<file path="config.mk">
export PLATFORM = sky130hd
export DESIGN_NAME = aes_ctr_sequencer_flat
export DESIGN_NICKNAME = d
export VERILOG_FILES = /design/src/rtl/aes_ctr_sequencer_if.sv /design/src/rtl/aes_ctr_sequencer.sv /design/src/flat_wrapper.sv
export SDC_FILE = /design/constraint.sdc
export NUM_CORES = 1
export LEC_CHECK = 0
export BUFFER_PORTS_ARGS = -buffer_cell sky130_fd_sc_hd__buf_2
export CAP_MARGIN = 0
export CORE_AREA = 2 2 304 306
export DETAILED_ROUTE_END_ITERATION = 7
export DIE_AREA = 0 0 306 308
export PLACE_DENSITY_LB_ADDON = 0.12
export SYNTH_ARGS = -nofsm -noshare
export SYNTH_HDL_FRONTEND = slang
export SYNTH_SLANG_ARGS = --single-unit
</file>
<file path="constraint.sdc">
create_clock -name clk -period 4.79 [get_ports clk]
set_input_delay 0 -clock clk [delete_from_list [all_inputs] [get_ports clk]]
set_output_delay 0 -clock clk [all_outputs]
set_load 0.1 [all_outputs]
</file>
<file path="src/rtl/aes_ctr_sequencer_if.sv">
// Handshake and operand bundle between the CTR-mode key/IV source, the keystream consumer and the AES core.
// master = environment (key source, stream side, AES core); slave = the sequencer itself.
interface aes_ctr_sequencer_if;
    logic         key_iv_valid;
    logic         key_iv_ready;
    logic [127:0] key_in;
    logic [127:0] iv_in;
    logic         key_and_sync_req;
    logic         key_and_sync_vld;
    logic         new_sync_req;
    logic         core_start;
    logic [127:0] core_key;
    logic [127:0] core_block;
    logic         core_done;
    logic [127:0] core_result;
    logic         cipher_block_vld;
    logic [127:0] cipher_block;
    logic         sync_overrun;

    modport master (
        output key_iv_valid, key_in, iv_in, key_and_sync_req, new_sync_req,
               core_done, core_result,
        input  key_iv_ready, key_and_sync_vld, core_start, core_key, core_block,
               cipher_block_vld, cipher_block, sync_overrun
    );

    modport slave (
        input  key_iv_valid, key_in, iv_in, key_and_sync_req, new_sync_req,
               core_done, core_result,
        output key_iv_ready, key_and_sync_vld, core_start, core_key, core_block,
               cipher_block_vld, cipher_block, sync_overrun
    );
endinterface

</file>
<file path="src/rtl/aes_ctr_sequencer.sv">
// AES-128 CTR sequencer: loads key/IV, issues one core request per counter block, returns the keystream block.
// Latency: key handshake -> core_start +1 cycle; core_done -> cipher_block_vld +1 cycle. Key/IV waits on key_iv_ready (LOAD only).
module aes_ctr_sequencer (
    input  logic                clk,
    input  logic                rst,
    aes_ctr_sequencer_if.slave  bus
);
    typedef enum logic [2:0] {
        IDLE  = 3'd0,
        LOAD  = 3'd1,
        START = 3'd2,
        WAIT  = 3'd3,
        READY = 3'd4
    } state_t;

    state_t       state_q;
    logic [127:0] counter_q;
    logic [127:0] core_key_q;
    logic [127:0] core_block_q;
    logic [127:0] cipher_block_q;
    logic         key_iv_ready_q;
    logic         key_and_sync_vld_q;
    logic         core_start_q;
    logic         cipher_block_vld_q;
    logic         sync_overrun_q;
    logic         pending_q;

    logic [127:0] counter_inc_d;
    logic         key_fire_d;
    logic         sync_busy_d;

    // inc32: only the low word counts, no carry into the nonce part
    assign counter_inc_d = {counter_q[127:32], counter_q[31:0] + 32'd1};
    assign key_fire_d    = bus.key_iv_valid && key_iv_ready_q;
    assign sync_busy_d   = (state_q == LOAD) || (state_q == START) || (state_q == WAIT);

    always_ff @(posedge clk or negedge rst) begin
        if (!rst) begin
            state_q            <= IDLE;
            counter_q          <= '0;
            core_key_q         <= '0;
            core_block_q       <= '0;
            cipher_block_q     <= '0;
            key_iv_ready_q     <= 1'b0;
            key_and_sync_vld_q <= 1'b0;
            core_start_q       <= 1'b0;
            cipher_block_vld_q <= 1'b0;
            sync_overrun_q     <= 1'b0;
            pending_q          <= 1'b0;
        end else begin
            key_and_sync_vld_q <= 1'b0;
            core_start_q       <= 1'b0;
            cipher_block_vld_q <= 1'b0;

            // Only one early sync request can be remembered; a second is an overrun
            if (bus.new_sync_req && sync_busy_d) begin
                if (pending_q) begin
                    sync_overrun_q <= 1'b1;
                end else begin
                    pending_q <= 1'b1;
                end
            end

            case (state_q)
                IDLE: begin
                    if (bus.key_and_sync_req) begin
                        key_iv_ready_q <= 1'b1;
                        state_q        <= LOAD;
                    end
                end
                LOAD: begin
                    if (key_fire_d) begin
                        core_key_q         <= bus.key_in;
                        counter_q          <= bus.iv_in;
                        core_block_q       <= bus.iv_in;
                        key_iv_ready_q     <= 1'b0;
                        key_and_sync_vld_q <= 1'b1;
                        core_start_q       <= 1'b1;
                        state_q            <= START;
                    end
                end
                START: begin
                    state_q <= WAIT;
                end
                WAIT: begin
                    if (bus.core_done) begin
                        cipher_block_q     <= bus.core_result;
                        cipher_block_vld_q <= 1'b1;
                        counter_q          <= counter_inc_d;
                        state_q            <= READY;
                    end
                end
                READY: begin
                    // Next block beats a rekey when both are asked for together
                    if (bus.new_sync_req || pending_q) begin
                        pending_q    <= 1'b0;
                        core_block_q <= counter_q;
                        core_start_q <= 1'b1;
                        state_q      <= START;
                    end else if (bus.key_and_sync_req) begin
                        key_iv_ready_q <= 1'b1;
                        state_q        <= LOAD;
                    end
                end
                default: begin
                    key_iv_ready_q <= 1'b0;
                    state_q        <= IDLE;
                end
            endcase
        end
    end

    assign bus.key_iv_ready     = key_iv_ready_q;
    assign bus.key_and_sync_vld = key_and_sync_vld_q;
    assign bus.core_start       = core_start_q;
    assign bus.core_key         = core_key_q;
    assign bus.core_block       = core_block_q;
    assign bus.cipher_block_vld = cipher_block_vld_q;
    assign bus.cipher_block     = cipher_block_q;
    assign bus.sync_overrun     = sync_overrun_q;
endmodule

</file>
<file path="src/flat_wrapper.sv">
// flat-port wrapper written by rule: the top's interface ports become plain ports
module aes_ctr_sequencer_flat 
  (clk, rst, bus_key_iv_valid, bus_key_in, bus_iv_in, bus_key_and_sync_req, bus_new_sync_req, bus_core_done, bus_core_result, bus_key_iv_ready, bus_key_and_sync_vld, bus_core_start, bus_core_key, bus_core_block, bus_cipher_block_vld, bus_cipher_block, bus_sync_overrun);
  aes_ctr_sequencer_if bus_i ();
  input  logic clk;
  input  logic rst;
  input wire logic [$bits(bus_i.key_iv_valid)-1:0] bus_key_iv_valid;
  input wire logic [$bits(bus_i.key_in)-1:0] bus_key_in;
  input wire logic [$bits(bus_i.iv_in)-1:0] bus_iv_in;
  input wire logic [$bits(bus_i.key_and_sync_req)-1:0] bus_key_and_sync_req;
  input wire logic [$bits(bus_i.new_sync_req)-1:0] bus_new_sync_req;
  input wire logic [$bits(bus_i.core_done)-1:0] bus_core_done;
  input wire logic [$bits(bus_i.core_result)-1:0] bus_core_result;
  output wire logic [$bits(bus_i.key_iv_ready)-1:0] bus_key_iv_ready;
  output wire logic [$bits(bus_i.key_and_sync_vld)-1:0] bus_key_and_sync_vld;
  output wire logic [$bits(bus_i.core_start)-1:0] bus_core_start;
  output wire logic [$bits(bus_i.core_key)-1:0] bus_core_key;
  output wire logic [$bits(bus_i.core_block)-1:0] bus_core_block;
  output wire logic [$bits(bus_i.cipher_block_vld)-1:0] bus_cipher_block_vld;
  output wire logic [$bits(bus_i.cipher_block)-1:0] bus_cipher_block;
  output wire logic [$bits(bus_i.sync_overrun)-1:0] bus_sync_overrun;
  assign bus_i.key_iv_valid = bus_key_iv_valid;
  assign bus_i.key_in = bus_key_in;
  assign bus_i.iv_in = bus_iv_in;
  assign bus_i.key_and_sync_req = bus_key_and_sync_req;
  assign bus_i.new_sync_req = bus_new_sync_req;
  assign bus_i.core_done = bus_core_done;
  assign bus_i.core_result = bus_core_result;
  assign bus_key_iv_ready = bus_i.key_iv_ready;
  assign bus_key_and_sync_vld = bus_i.key_and_sync_vld;
  assign bus_core_start = bus_i.core_start;
  assign bus_core_key = bus_i.core_key;
  assign bus_core_block = bus_i.core_block;
  assign bus_cipher_block_vld = bus_i.cipher_block_vld;
  assign bus_cipher_block = bus_i.cipher_block;
  assign bus_sync_overrun = bus_i.sync_overrun;
  aes_ctr_sequencer u_core (.clk(clk), .rst(rst), .bus(bus_i));
endmodule
</file>
After elaboration in Yosys (flattened, before gate mapping)
Index checks and enable logic that the tools add are counted.

Reduce and logical (&&, ||, !) cells: 17. Eq/ne operators: 8. $add $sub $neg: 1. Bitwise logic cells: 2. Muxes and demuxes: 23.

Operators with widths (count): $pmux 128 s2 (2); $mux 128 (2); $add 32x1->32 const B (1); $mux 32 (1); $pmux 3 s5 (1); $mux 3 (4); $reduce_and 3->1 (4); $mux 1 (11); $reduce_and 2->1 (4); $eq 3x2->1 const B (2); $ne 2x1->1 const B (2); $ne 2x2->1 const B (2); $pmux 1 s4 (1); $reduce_bool 2->1 (2); $eq 3x1->1 const B (1); $eq 3x3->1 const B (1); $logic_not 3->1 (1); $logic_or 1x1->1 (3); $logic_and 1x1->1 (2); $not 1->1 (2); $pmux 1 s2 (1); $reduce_or 2->1 (1).

Output and inout bits: 389. Flip-flop bits (word level): 521. Logic and storage cells: 63. Input bits: 390.

Longest topological paths before layout
Depth after elaboration: 7. Depth in mapped cells: 9. Gate-level depth less buffers: 6.

Least setup slack after synthesis
Ideal clock, no wire load.

Kind: register to register. Start point: register u_core.key_iv_ready_q (netlist: u_core.bus.key_iv_ready). End point: register u_core.counter_q[3]. Cell stages (with the launch flop): 7. Arrival: 2.148 ns. Required time: 4.707 ns. Setup time: 0.083 ns. Path slack: 2.559 ns. Buffers on the path: 2. Clock period less this slack: 2.231 ns. Cells stage by stage: dfrtp_1 > and3b_1 > o21ai_0 > clkbuf_1 > clkbuf_1 > o21ai_0 > o21ai_0.

Cells in the longest elaborated chain, start to end: 3.

RTL lines: from (decl) (line aes_ctr_sequencer.sv:21) `logic key_iv_ready_q;`; from (signal assigned) (line aes_ctr_sequencer.sv:44) `key_iv_ready_q <= 1'b0;`; from (signal assigned) (line aes_ctr_sequencer.sv:67) `key_iv_ready_q <= 1'b1;`; from (signal assigned) (line aes_ctr_sequencer.sv:76) `key_iv_ready_q <= 1'b0;`; $logic_and 1x1->1 (line aes_ctr_sequencer.sv:34) `assign key_fire_d = bus.key_iv_valid && key_iv_ready_q;`; $ne 2x1->1 (no line); $reduce_and 3->1 (no line); to (signal assigned) (line aes_ctr_sequencer.sv:74) `counter_q <= bus.iv_in;`; to (signal assigned) (line aes_ctr_sequencer.sv:89) `counter_q <= counter_inc_d;`; to (decl) (line aes_ctr_sequencer.sv:17) `logic [127:0] counter_q;`.

No other way between the ends. A chain may end at the register's enable or synchronous reset.

Worst setup path after layout
Start point: register u_core.state_q[2]. End point: register u_core.core_block_q[22] (netlist: u_core.bus.core_block[22]).

Cells in the longest elaborated chain, start to end: 3. Elaborated cells on any way between the ends: 7. Those cells by class: eq/ne: 4; mux: 1; reduce/logical: 2.

RTL lines: from (decl) (line aes_ctr_sequencer.sv:16) `state_t state_q;`; from (signal assigned) (line aes_ctr_sequencer.sv:39) `state_q <= IDLE;`; from (signal assigned) (line aes_ctr_sequencer.sv:68) `state_q <= LOAD;`; from (signal assigned) (line aes_ctr_sequencer.sv:79) `state_q <= START;`; $eq 3x3->1 / $eq 3x1->1 (equally long branches) (line aes_ctr_sequencer.sv:64) `case (state_q)`; $ne 2x1->1 (no line) / $reduce_bool 2->1 (equally long branches); $reduce_and 3->1 (no line); to (signal assigned) (line aes_ctr_sequencer.sv:75) `core_block_q <= bus.iv_in;`; to (signal assigned) (line aes_ctr_sequencer.sv:97) `core_block_q <= counter_q;`; to (decl) (line aes_ctr_sequencer.sv:19) `logic [127:0] core_block_q;`.

Parallel ways exist; a longest one is shown, timed or not.

==> metrics.txt <==
status completed; ys flop type dfrtp_1; clock latency on the worst-skew pair 0.61 ns; Netlist cell types 54; vias in the first global route 21131; top cell type's share of synthesized area 61.1%; I/O pin total 779; sequence of cells on the critical path nor2b_1 -> nand2_4 -> o21ai_4 -> buf_12 -> nor2_1 -> a31oi_1; period utilization 63.9%; GP Congestion 0.796; Clock Tree Buf Depth 3; nature of the critical path startpoint flip-flop; Antenna Nets Post-Route 0; CTS H-tree depth 3; Reg area 0.0130 sq mm; async set-reset flop share out of synthesis 100%; CTS sink cnt 521; quantity of I/O buffers inserted on ports 778; wire per inst 18.0 um; Layout area overhead 52.1%; Worst Tran Pin Value 1.30 ns; max incr delay on CP 0.55 ns; Syn Nets 2877; Reg2Reg Depth 6; first-pass GRT wire length 132000 um; First-pass DRT Iterations 5; RR Startpoint u_core.state_q[2]; CTS tree built; Clock Skew 0.0236 ns; crit path time final 3.06 ns; final wirelength 86800 um; share of post-route cells with drive strength above 1 25.2%; Worst EP required 5.30 ns; vias per cell 4.26; multi-input logic area 0.00764 sq mm; crit-path max FO 215; Post-Syn Instances 2486; Fin Setup TNS 0 ns; critical path arrival 3.57 ns; setup repair after global routing missed its margin false; grt ovf 0; largest net degree at the start of global routing 216; r2r endpoint u_core.bus.core_block[22]; Die Height 308 um; Vias 20606; r2r setup slk 1.73 ns; 1st-iter DRT viols 1262; CP Capture Type flip-flop; Crit Path Class flip-flop to flip-flop; EDFF count, synth 0; Root Driver clkbuf_16; DPL Wire Length 59100 um; synth warn 0; top post-synthesis cells by count nand2_1 (1349), dfrtp_1 (521), nor2_1 (154); cts bufs inserted 66; Max Slew Vio Count 0; initial core utilization 23.4%; synthesized area 0.0213 sq mm; DRC Markers 0; Die X 306 um; Reg clk slew, reported paths 0.06 ns; synth top area cells dfrtp_1 (61%), nand2_1 (24%), a31oi_1 (3.9%); final hold vios 0; initial antenna violation count 7; gr usage total 18.0%; core area 0.0910 sq mm; die area 0.0942 sq mm; sequential area share after synthesis 61.1%; fin nets 3989; Max Freq 0.327 GHz; Mean Syn Cell Area 8.58 sq um; Max Cap Viol 0; CTS resizes 0; Final setup violation count 0; fillcell total 9593; count leader, synth nand2_1; Critical-path top delay cell nand2_4; headroom to the max-slew limit 13.4%; Rows 111; Hold Path Class input pin to asynchronous set/reset pin; synthesized flop and latch total 521; area leader, netlist dfrtp_1
[worst max-delay path by stage]
| stage | startpoint | end | cells past startpoint |
|---|---|---|---|
| after global placement | u_core.state_q[2] | u_core.bus.core_key[35] | 6 |
| after floorplan | u_core.bus.key_iv_ready | u_core.counter_q[3] | 6 |
| after detailed placement | u_core.state_q[2] | u_core.counter_q[66] | 6 |
| after CTS | u_core.state_q[2] | u_core.counter_q[58] | 6 |
| after global routing | u_core.state_q[0] | u_core.counter_q[61] | 6 |
| final | u_core.state_q[2] | u_core.bus.core_block[22] | 6 |
[critical path, delay by kind of cell (launching register included)]
kind / cells / cell delay (ns)
AOI/OAI and AO/OA: 2 / 0.41
buffers and inverters: 1 / 0.43
and+or+nand+nor: 3 / 1.16
DFF: 1 / 0.46
[metrics by stage]
step,hold slack [ns],setup slack (ns),instance area [sq um],std cells,utilization [%]
5_1_grt,0.0798,1.48,32400,4833,35.7
3_3_place_gp,0.123,1.83,26400,4325,29.0
2_1_floorplan,-0.296,2.56,21300,2486,-
4_1_cts,0.0393,1.74,32400,4830,35.7
3_5_place_dp,0.119,1.76,26400,4325,29.0
6_report,0.0328,1.73,32400,4834,35.7
[area by class of cell]
class	instances	area share (%)
Tap cell	1186	4.57
Sequential cell	521	40.2
Clock inverter	14	0.509
Clock buffer	100	6.05
Inverter	5	0.0887
Antenna cell	4	0.0308
Timing Repair Buffer	1199	25.0
Multi-Input combinational cell	1805	23.6
[metal layers]
layer | global-route usage (%) | share of wire [%] | routed length, um
met3 | 4.69 | 6.5 | 5630
met4 | 4.87 | 2.3 | 1960
met1 | 23.4 | 44 | 38300
met5 | 0 | 0.016 | 14
met2 | 29.7 | 47 | 40900
[sequential cells by signal (all words and copies together), names as in the netlist]
name and flops:
u_core.bus.key_and_sync_vld 1, u_core.bus.cipher_block_vld 1, u_core.bus.core_block 128, u_core.bus.sync_overrun 1, u_core.counter_q 128, u_core.bus.core_start 1
u_core.pending_q 1, u_core.state_q 3, u_core.bus.key_iv_ready 1, u_core.bus.cipher_block 128, u_core.bus.core_key 128
[cells in the final DEF, fill, tap and decap left out, drive strengths merged, types with 5 or more instances in the layout]
cell / n
nand2: 1350
buf: 808
dfrtp: 521
dlygate4sd3: 391
nor2: 154
a31oi: 133
clkbuf: 100
a21oi: 30
nand3: 20
o21ai: 18
nand4: 12
clkinv: 10
and3: 9
inv: 7
and2: 5
o22ai: 5
nor3: 5
[what timing repair did]
item	in CTS	in global routing
buffers inserted	0	0
endpoints found under the hold margin	608	0
hold buffers	391	0
[cells by family (layout without fill, tap and decap cells)]
| family | count (synthesis) | in the layout | share of synthesized area (%) |
|---|---|---|---|
| AO/OA/AOI/OAI | 225 | 225 | 6.78 |
| adder cells (fa/ha/maj) | 1 | 1 | 0.0587 |
| buffers and inverters | 160 | 1318 | 3.27 |
| flip-flops | 521 | 521 | 61.1 |
| other | 0 | 4 | 0 |
| AND/OR/NAND/NOR | 1579 | 1579 | 28.8 |
Power is left out: the tool's default activity adds up to more than one toggle a clock period on the data nets, which glitch-free logic cannot reach.
